File: src/rtl/instr_fetch_unit.sv
// Instruction fetch unit: owns the PC, fetches from instruction memory, holds the
// instruction for control/datapath and computes sequential, branch and jump targets.
module instr_fetch_unit #(
    parameter logic [31:0] RESET_PC    = 32'h0000_0000,
    parameter int          TIMEOUT     = 16,
    parameter logic [5:0]  HALT_OPCODE = 6'b111111
) (
    input  logic        clk,
    input  logic        rst_n,
    output logic        imem_req,
    output logic [31:0] imem_addr,
    input  logic [31:0] imem_rdata,
    input  logic        imem_valid,
    input  logic        pcupdate,
    input  logic        jump,
    input  logic        branch,
    input  logic        alu_zero,
    output logic [31:0] instr,
    output logic [5:0]  opcode,
    output logic [31:0] pc,
    output logic        instr_valid,
    output logic        halted,
    output logic        fetch_err
);

    typedef enum logic [1:0] {IDLE, FETCH, HOLD, HALT} state_t;

    localparam int CW = $clog2(TIMEOUT) + 1;

    state_t        state, state_nxt;
    logic [CW-1:0] tcnt;
    logic [31:0]   pc_plus4;
    logic [31:0]   br_off;
    logic [31:0]   pc_next;
    logic          is_halt;

    assign imem_addr = pc;
    assign opcode    = instr[31:26];
    assign pc_plus4  = pc + 32'd4;
    assign br_off    = {{14{instr[15]}}, instr[15:0], 2'b00};
    assign is_halt   = (imem_rdata[31:26] == HALT_OPCODE);

    // Jump beats branch; a branch is only taken when the ALU reports equality.
    always_comb begin
        pc_next = pc_plus4;
        if (jump)
            pc_next = {pc_plus4[31:28], instr[25:0], 2'b00};
        else if (branch && alu_zero)
            pc_next = pc_plus4 + br_off;
    end

    always_ff @(posedge clk or negedge rst_n) begin
        if (!rst_n)
            state <= IDLE;
        else
            state <= state_nxt;
    end

    // NOTE: every output of this block gets a default first, so no path can infer a latch.
    always_comb begin
        state_nxt   = state;
        imem_req    = 1'b0;
        instr_valid = 1'b0;
        case (state)
            IDLE: state_nxt = FETCH;
            FETCH: begin
                imem_req = 1'b1;
                if (imem_valid)
                    state_nxt = is_halt ? HALT : HOLD;
            end
            HOLD: begin
                instr_valid = 1'b1;
                if (pcupdate)
                    state_nxt = FETCH;
            end
            HALT: instr_valid = 1'b1;
            default: state_nxt = IDLE;
        endcase
    end

    // NOTE: registered state uses non-blocking assignments so all updates see pre-edge values.
    always_ff @(posedge clk or negedge rst_n) begin
        if (!rst_n) begin
            pc        <= RESET_PC;
            instr     <= '0;
            tcnt      <= '0;
            halted    <= 1'b0;
            fetch_err <= 1'b0;
        end else begin
            case (state)
                IDLE: begin
                    tcnt <= '0;
                    if (pcupdate)
                        fetch_err <= 1'b1;
                end
                FETCH: begin
                    if (pcupdate)
                        fetch_err <= 1'b1;
                    if (imem_valid) begin
                        instr <= imem_rdata;
                        if (is_halt)
                            halted <= 1'b1;
                    end else if (tcnt == CW'(TIMEOUT - 1)) begin
                        // Saturate and keep requesting; the error is sticky.
                        fetch_err <= 1'b1;
                    end else begin
                        tcnt <= tcnt + 1'b1;
                    end
                end
                HOLD: begin
                    if (pcupdate) begin
                        pc   <= pc_next;
                        tcnt <= '0;
                    end
                end
                default: ;
            endcase
        end
    end

endmodule

File: config.mk
export PLATFORM = sky130hd
export DESIGN_NAME = instr_fetch_unit
export DESIGN_NICKNAME = d
export VERILOG_FILES = /design/src/rtl/instr_fetch_unit.sv
export SDC_FILE = /design/constraint.sdc
export NUM_CORES = 1
export LEC_CHECK = 0
export BUFFER_PORTS_ARGS = -buffer_cell sky130_fd_sc_hd__buf_2
export CAP_MARGIN = 30
export CORE_MARGIN = 3
export CORE_UTILIZATION = 50
export DETAILED_ROUTE_END_ITERATION = 16
export PLACE_DENSITY_LB_ADDON = 0.15
export SLEW_MARGIN = 20
export SYNTH_ARGS = -nofsm -noshare
export SYNTH_HDL_FRONTEND = slang
export SYNTH_SLANG_ARGS = --single-unit
File: constraint.sdc
create_clock -name clk -period 4.6 [get_ports clk]
set_input_delay 0.92 -clock clk [delete_from_list [all_inputs] [get_ports clk]]
set_output_delay 0.92 -clock clk [all_outputs]
set_load 0.05 [all_outputs]
==> results.toml <==
[route]
antenna_left = 0
vias = 5341
drcViolationCount = 0
wl_um = 16400
viasPerCell = 5.93
initialDrtViolationCount = 352
wire_per_inst_um = 18.2
dr.pass1.iters = 5

[sta]
slew_viol_final = 0
setup_violations = 0
tightestPinTransition_ns = 0.877
clock.fmax_mhz = 249
skew_ns = 0.00574
slew-limit-headroom_pct = 41.5
period_share_pct = 87.4
finalSetupTns_ns = 0
fin_crit_ns = 4.02
rsz0062_at_grt = "no"
hold_viol_final = 0

[worst_setup_path]
reg2reg_depth = 16
cp.depth = 16
critPathTopFamily = "simple AND/OR/NAND/NOR gates"
reg2reg_from = "imem_addr[4]$_DFFE_PN0P_"
critPathArrivalTime_ns = 4.23
path_cells = "and3_1 -> nand3_2 -> nor3_1 -> nand4_1 -> xnor2_1 -> ha_1 -> a21oi_1 -> o21ai_0 -> a21oi_1 -> nor2b_1 -> nor2_1 -> o21ai_0 -> and3_1 -> a31oi_1 -> o22ai_1 -> a21oi_1"
worstPathRequired_ns = 4.81
critical_path_class = "register to register"
worstReg2RegEnd = "imem_addr[29]$_DFFE_PN0P_"
crit_fanout = 8
worst-path-buf-inv = 0
cpPeakStageDelay_ns = 0.59
path_common_cell = "a21oi_1"
slowest_stage = "nor3_1"
crit_path_start_kind = "register"
cp-end-kind = "register"
r2r_slack_ns = 0.58

[synthesis]
yosysMostFrequentCell = "nand2_1"
yosysSeqAreaShare_pct = 31.2
yosysTopAreaCell = "dfrtp_1"
synth_edf_count = 0
synth_top_cell_area_share_pct = 31.2
synthTopCellsByArea = "dfrtp_1, ha_1, mux2_2"
synthFlopType = "dfrtp_1"
synth-warning-count = 0
synth_cells = 655
synth-seq-cells = 71
synth_cell_types = 64
async_flop_share_pct = 100
syn-cell-area_um2 = 5690
syn_avg_cell_area_um2 = 8.69
synth_commonest_cells = "nand2_1, dfrtp_1, nor2_1"

[place]
place_area_um2 = 6260
dp.cells = 882
io_buffers = 140
hpwl_um = 12100
gp_congestion = 1.03

[clock_tree]
cts_root_buf = "clkbuf_16"
post-cts-setup-buffer-count = 0
ctsResizeCount = 0
clockBufferDepth = 2
clock-sinks = 71
h-tree-depth = 3
cts_tree = "yes"
postCtsHoldBufs = 0
clk_pin_slew_ns = 0.06
cts_made_buffers = 9
insertion_delay_ns = 0.34

[global_route]
grt_pass1_vias = 5150
grt_pass1_wl_um = 26800
grt_util_all_layers_pct = 26.0
use_met1_pct = 36.3
use_met2_pct = 40.6
grt_util_met3_pct = 5.29
top_usage_layer = "met2"
antenna_found_initial = 0
grt_max_degree = 72
overflow = 0

[finish]
layout.nets = 835
antenna_cells = 0
fillers = 982
final_area_um2 = 6650
utilization_pct = 60.5
drive_above_1_share_pct = 28.0
final_cells = 901
area_delta_synth_final_pct = 16.7

[outcome]
run_status = "complete, no violations"

[flow_run]
maxCapViolCount = 0

[die]
floorplan.initialDensity_pct = 51.8
core_area_um2 = 11000
fp.dieW_um = 113
dieArea_um2 = 12700
ioPinCount = 145
die_y_um = 113
rows = 38

[worst_hold_path]
hp-class = "input port to async pin"
-- metrics by stage --
step / hold slack [ns] / worst slack [ns]
global placement: 0.453 / 0.790
CTS: 0.482 / 0.658
global route: 0.449 / 0.0711
detailed placement: 0.465 / 0.669
finish: 0.440 / 0.578
floorplan: 0.462 / 0.750
-- cell families (layout without fill, tap and decap cells) --
| logic type | count (synthesis) | count (layout) | share of synthesized area [%] |
|---|---|---|---|
| compound gates | 173 | 173 | 20.0 |
| xor+xnor | 52 | 52 | 8.00 |
| fa+ha+maj | 40 | 40 | 8.92 |
| buf+inv | 75 | 178 | 7.60 |
| flops | 71 | 71 | 31.2 |
| mux | 34 | 34 | 6.68 |
| other cells | 1 | 4 | 0.0659 |
| simple gates | 209 | 209 | 17.6 |
-- cell type report --
cell class	instances	area [um2]	area share [%]
Multi-Input combinational cell	512	3500	52.6
Clock inverter	7	105	1.58
Clock buffer	9	225	3.39
Sequential cell	71	1780	26.7
Inverter	9	33.8	0.508
Timing Repair Buffer	153	836	12.6
Tap cell	140	175	2.64
-- how the worst max path moves through the flow --
stage	start	to	slack, ns
detailed placement	imem_addr[4]$_DFFE_PN0P_	imem_addr[27]$_DFFE_PN0P_	0.67
floorplan	imem_addr[4]$_DFFE_PN0P_	imem_addr[29]$_DFFE_PN0P_	0.75
CTS	imem_addr[4]$_DFFE_PN0P_	imem_addr[27]$_DFFE_PN0P_	0.66
finish	imem_addr[4]$_DFFE_PN0P_	imem_addr[29]$_DFFE_PN0P_	0.58
global route	imem_addr[4]$_DFFE_PN0P_	imem_addr[27]$_DFFE_PN0P_	0.07
global placement	imem_addr[4]$_DFFE_PN0P_	imem_addr[27]$_DFFE_PN0P_	0.79
-- layout by cell type (no fill, tap or decap), drive strengths merged, types with 5 or more instances in the layout --
cell,instances
o22ai,5
a21o,23
nand4,14
nand3,20
nor3,9
nand2,77
buf,153
nand2b,6
a31oi,10
o31ai,6
xnor2,28
ha,39
dfrtp,71
nor2,47
a21oi,46
inv,10
mux2,32
a211oi,13
and3,12
or3,6
xor2,24
clkbuf,9
o21ai,36
o21bai,6
and2,5
-- routing by layer --
layer  routed length (um)  part of all wire (%)  up-vias
met1                 7200                    44     2556
met3                 1450                   8.9       20
li1                     -                     -     2537
met4                  268                   1.6        0
met5                    0                     0        -
met2                 7440                    45      228
-- state kept, by name, summed over array words and instances (netlist names) --
name / count
state: 2
fetch_err: 1
imem_addr: 30
tcnt: 5
instr: 32
halted: 1
Power is not shown: default switching activity piles up to over one toggle a cycle in this logic, so the estimate is an artifact.
